## src/rtl/core_mem_pkg.sv

```systemverilog
// Shared definitions for the program/data memory in front of the stack-machine core.
// The I/O addresses must match the core's assembler constants.
package core_mem_pkg;

  typedef enum logic [1:0] {
    IDLE = 2'd0,
    LOAD = 2'd1,
    RUN  = 2'd2
  } mem_state_e;

  localparam logic [7:0] DEFAULT_IN_ADDR  = 8'hFE;
  localparam logic [7:0] DEFAULT_OUT_ADDR = 8'hFF;

endpackage

```

## src/rtl/mem_array.sv

```systemverilog
// DEPTH x 8 RAM built from clearable flops: one synchronous write port whose source
// is the program loader or the core, and one combinational read port.
module mem_array #(
  parameter int DEPTH = 32,
  parameter int AW    = $clog2(DEPTH)
) (
  input  logic          clock,
  input  logic          reset_n,
  input  logic          load_sel,
  input  logic          load_we,
  input  logic [AW-1:0] load_addr,
  input  logic [7:0]    load_data,
  input  logic          core_we,
  input  logic [AW-1:0] core_addr,
  input  logic [7:0]    core_data,
  input  logic [AW-1:0] rd_addr,
  output logic [7:0]    rd_data
);

  logic [7:0]    mem [DEPTH];
  logic          we;
  logic [AW-1:0] waddr;
  logic [7:0]    wdata;

  always_comb begin
    we    = load_sel ? load_we   : core_we;
    waddr = load_sel ? load_addr : core_addr;
    wdata = load_sel ? load_data : core_data;
  end

  // NOTE: the RAM is flops, not a macro, so it can take the async clear; a reset
  // wipes any partial program and the core always starts from a known image.
  always_ff @(posedge clock or negedge reset_n) begin
    if (!reset_n) begin
      for (int i = 0; i < DEPTH; i++) mem[i] <= '0;
    end else if (we) begin
      mem[waddr] <= wdata;
    end
  end

  assign rd_data = mem[rd_addr];

endmodule

```

## src/rtl/core_mem.sv

```systemverilog
// Program/data memory for the stack-machine core: serial program loader, core
// read/write port, memory-mapped input and latched output ports, core reset hold-off.
module core_mem
  import core_mem_pkg::*;
#(
  parameter int         DEPTH    = 32,
  parameter logic [7:0] IN_ADDR  = DEFAULT_IN_ADDR,
  parameter logic [7:0] OUT_ADDR = DEFAULT_OUT_ADDR
) (
  input  logic       clock,
  input  logic       reset_n,
  input  logic [7:0] mem_addr,
  output logic [7:0] rd_data,
  input  logic       wr_en,
  input  logic [7:0] wr_data,
  input  logic       load_start,
  input  logic       load_valid,
  input  logic [7:0] load_data,
  output logic       load_ready,
  input  logic       load_done,
  output logic       core_reset,
  output logic [7:0] loaded_len,
  input  logic [7:0] ext_in,
  output logic [7:0] out_port,
  output logic       out_valid
);

  localparam int            AW      = $clog2(DEPTH);
  localparam logic [AW-1:0] LAST    = AW'(DEPTH - 1);
  localparam logic [7:0]    LEN_MAX = 8'(DEPTH);
  localparam logic [8:0]    RAM_TOP = 9'(DEPTH);

  mem_state_e    state, next_state;
  logic [AW-1:0] ptr;
  logic [7:0]    ram_rd;
  logic          accept, finish, in_ram, core_we, out_we;

  // A restart pulse in LOAD takes priority: the byte offered alongside it is dropped.
  assign accept  = (state == LOAD) && load_valid && !load_start;
  assign finish  = (state == LOAD) && !load_start && (load_done || (accept && ptr == LAST));
  assign in_ram  = {1'b0, mem_addr} < RAM_TOP;
  assign core_we = (state == RUN) && wr_en && in_ram;
  assign out_we  = (state == RUN) && wr_en && (mem_addr == OUT_ADDR);

  // NOTE: all state registers use non-blocking assignments so every flop samples
  // pre-edge values regardless of process order.
  always_ff @(posedge clock or negedge reset_n) begin
    if (!reset_n) state <= IDLE;
    else          state <= next_state;
  end

  // NOTE: next_state gets its default before the case, so no path leaves it unassigned
  // and no latch is inferred.
  always_comb begin
    next_state = state;
    unique case (state)
      IDLE:    if (load_start) next_state = LOAD;
      LOAD:    if (finish)     next_state = RUN;
      RUN:     if (load_start) next_state = LOAD;
      default: next_state = IDLE;
    endcase
  end

  always_comb begin
    load_ready = (state == LOAD);
  end

  always_ff @(posedge clock or negedge reset_n) begin
    if (!reset_n) begin
      ptr        <= '0;
      loaded_len <= '0;
      core_reset <= 1'b1;
      out_port   <= '0;
      out_valid  <= 1'b0;
    end else begin
      if (load_start) begin
        ptr        <= '0;
        loaded_len <= '0;
      end else if (accept) begin
        if (ptr != LAST)           ptr        <= ptr + AW'(1);
        if (loaded_len != LEN_MAX) loaded_len <= loaded_len + 8'd1;
      end
      core_reset <= (next_state != RUN);
      out_valid  <= out_we;
      if (out_we) out_port <= wr_data;
    end
  end

  mem_array #(.DEPTH(DEPTH), .AW(AW)) u_mem_array (
    .clock     (clock),
    .reset_n   (reset_n),
    .load_sel  (state == LOAD),
    .load_we   (accept),
    .load_addr (ptr),
    .load_data (load_data),
    .core_we   (core_we),
    .core_addr (mem_addr[AW-1:0]),
    .core_data (wr_data),
    .rd_addr   (mem_addr[AW-1:0]),
    .rd_data   (ram_rd)
  );

  always_comb begin
    if (in_ram)                    rd_data = ram_rd;
    else if (mem_addr == IN_ADDR)  rd_data = ext_in;
    else if (mem_addr == OUT_ADDR) rd_data = out_port;
    else                           rd_data = 8'h00;
  end

endmodule

```

## config.mk

```make
export PLATFORM = sky130hd
export DESIGN_NAME = core_mem
export DESIGN_NICKNAME = d
export VERILOG_FILES = /design/src/rtl/core_mem_pkg.sv /design/src/rtl/mem_array.sv /design/src/rtl/core_mem.sv
export SDC_FILE = /design/constraint.sdc
export NUM_CORES = 1
export LEC_CHECK = 0
export BUFFER_PORTS_ARGS = -buffer_cell sky130_fd_sc_hd__buf_4
export CAP_MARGIN = 20
export CORE_MARGIN = 3
export CORE_UTILIZATION = 38
export CTS_BUF_LIST = sky130_fd_sc_hd__clkbuf_4 sky130_fd_sc_hd__clkbuf_8 sky130_fd_sc_hd__clkbuf_16
export CTS_CLUSTER_SIZE = 10
export DETAILED_ROUTE_END_ITERATION = 10
export PLACE_DENSITY_LB_ADDON = 0.12
export SLEW_MARGIN = 10
export SYNTH_ARGS = -nofsm -noshare
export SYNTH_HDL_FRONTEND = slang
export SYNTH_SLANG_ARGS = --single-unit
```

## constraint.sdc

```tcl
create_clock -name clock -period 2.2 [get_ports clock]
set_input_delay 0.22 -clock clock [delete_from_list [all_inputs] [get_ports clock]]
set_output_delay 0.22 -clock clock [all_outputs]
set_load 0.1 [all_outputs]
```

==> results.yml <==
cts:
  clkSlewWorstSetupHoldPaths_ns: 0.06
  htree_levels: 2
  cts_made_buffers: 35
  cts-root-buf: "clkbuf_16"
  clock_sinks: 281
  cts_tree: "done"
  cts_buffer_depth: 3
  clk_latency_ns: 0.51
placement:
  port-buffer-count: 64
  gp_congestion: 0.819
  dpl.cell_count: 1592
  pre_cts_slack_ns: -0.373
  hpwl_um: 25700
global_routing:
  antenna_found_initial: 0
  overflow: 0
  grt_max_degree: 69
  grt_usage: 0.199
  grt_pass1_vias: 9371
  grt_pass1_wl_um: 58500
power:
  internal_power_w: 0.00999
  pwr-share-comb: 0.165
  p_sw_frac: 0.262
  seqPwrFrac: 0.445
  pwr-share-clk: 0.390
  p_total_w: 0.0135
  p_sw_w: 0.00355
  irDropWorstVdd_v: 0.000782
  p_leak_nw: 8.31
  power_density_mw_per_mm2: 777
yosys:
  yosysTopAreaCell: "dfrtp_1"
  async_flop_share: 1.00
  yosysWarnings: 0
  synth_area_sq_mm: 0.0136
  syn_inst: 1012
  synth_area_leaders: "dfrtp_1, mux2_2, mux2i_1"
  synth_edf_count: 0
  ys_seq_area_frac: 0.518
  synth_ff_type: "dfrtp_1"
  synth_top_area_frac: 0.516
  synthesis.nets: 1054
  synth-seq-cells: 281
  synth.avg_cell_area_sq_um: 13.4
  synth_cell_type_count: 64
sta:
  setup_slack_ns: -0.423
  holdWs_ns: 0.0676
  drv_slew: 0
  setup_viol: 8
  hold_viol: 0
  slew_headroom: 0.590
  skew_ns: 0.0138
  fin_crit_ns: 2.62
  rsz0062_at_grt: "true"
  tightest_slew_ns: 0.614
  fmax_mhz: 381
  finalSetupTns_ns: -1.70
  post-route-period-util: 1.19
drt:
  drt_iter0_drc: 442
  vias: 8805
  wire_per_inst_um: 22.6
  vias_per_cell: 5.32
  ant_nets: 0
  drc: 0
  dr.pass1.iters: 5
  wl_um: 37500
setup_path:
  end_kind: "output port"
  r2r_start: "state[1]"
  endpoint: "rd_data[2]"
  path_class: "reg2out"
  crit_start: "u_mem_array.mem[178]"
  r2r-end: "u_mem_array.mem[235]"
  cp_max_fo: 2
  rr_worst_depth: 9
  reg2reg_slack_ns: 0.04
  cp.required_ns: 1.98
  worstSetupStartpointType: "flip-flop"
  cp.arrival_ns: 2.40
floorplanning:
  die_w_um: 195
  start_util: 0.389
  core_area_sq_mm: 0.0349
  die_y_um: 195
  std_cell_rows: 68
  dieArea_sq_mm: 0.0381
  io_pins: 65
min_path:
  min_path_cells: 4
  hold_class: "in2reg"
run_status:
  status: "complete, but fails checks"
  violations: "setup timing"
cells_and_area:
  fillCellCount: 3064
  final_nets: 1228
  syn_to_final_growth_pct: 28.2
  diodes: 0
  layout_common_cells: "dfrtp_1, mux2_2, buf_4, nand2_1, mux2i_1"
  layout-drive-gt1-share: 0.505
  fin_cells: 1656
  final_common_cell: "dfrtp_1"
flow_run:
  cap_viol_max_count: 0
## metal layers
layer | share of wire | global-route usage | vias up
li1 | - | - | 4034
met1 | 0.48 | 0.287 | 4604
met2 | 0.47 | 0.322 | 130
met3 | 0.033 | 0.0316 | 37
met4 | 0.013 | 0.0399 | 0
met5 | 0 | 0 | -
## power by group through the flow
stage	registers [W]	clock network (W)	logic (W)
2_1_floorplan	0.00607	0	0.00131
3_3_place_gp	0.00609	0	0.00213
4_1_cts	0.00603	0.00545	0.00224
5_1_grt	0.00609	0.00566	0.00242
6_report	0.00603	0.00528	0.00224
3_5_place_dp	0.00612	0	0.00216
## through the flow
step,instance area [sq um],utilization
after global routing,17400,0.499
after CTS,17300,0.497
after detailed placement,15900,0.455
after floorplan,13700,-
final,17400,0.499
after global placement,15900,0.455
## final cells by class
class                           instances  area, sq um  area share
Sequential cell                       281         7030       0.404
Clock buffer                           49         1010      0.0581
Timing Repair Buffer                  204         2180       0.125
Multi-Input combinational cell        657         6570       0.377
Tap cell                              455          569      0.0327
Inverter                                7         28.8     0.00165
Clock inverter                          3         26.3     0.00151
## timing repair
| action | 4_1_cts | 5_1_grt |
|---|---|---|
| endpoints found under the hold margin | 284 | 0 |
| endpoints found under the setup margin | 136 | 162 |
| gates cloned | 0 | 0 |
| gates resized for setup | 72 | 19 |
| buffers inserted | 2 | 2 |
| hold buffers | 9 | 0 |
| pin swaps | 17 | 11 |
## Yosys cell counts, types with 6 or more instances
master,instances
nor2_4,11
nor2b_1,9
mux4_2,33
mux2i_1,75
clkbuf_1,37
dfrtp_1,280
nand2b_1,6
nor2_1,20
o21ai_0,10
mux2_1,28
a21oi_1,19
xnor2_1,7
a22oi_1,21
buf_2,21
nand2_1,91
mux2_2,238
## state kept, by name, summed over array words and instances (netlist names)
register         cells
core_reset           1
loaded_len           8
ptr                  5
u_mem_array.mem    256
state                2
out_valid            1
out_port             8
## worst min path at each step
stage	to	start
6_report	state[0]	load_done
5_1_grt	state[0]	load_done
3_3_place_gp	u_mem_array.mem[144]	reset_n
3_5_place_dp	u_mem_array.mem[168]	reset_n
2_1_floorplan	loaded_len[0]	reset_n
4_1_cts	state[0]	load_done
## cell families after synthesis
logic type	Yosys count	synth area share
muxes	374	0.330
DFF	281	0.518
and+or+nand+nor	184	0.0722
AOI/OAI and AO/OA	86	0.0460
buffers and inverters	74	0.0242
xor gates and xnor gates	9	0.00580
adders and majority gates	4	0.00368
## critical path, stage by stage (launching register included)
cell	delay (ns)
dfrtp_1	0.38
mux4_2	0.47
mux2_4	0.29
a221o_1	0.33
o2111ai_4	0.12
o21ai_4	0.11
buf_12	0.18
(Power assumes the default switching activity.)
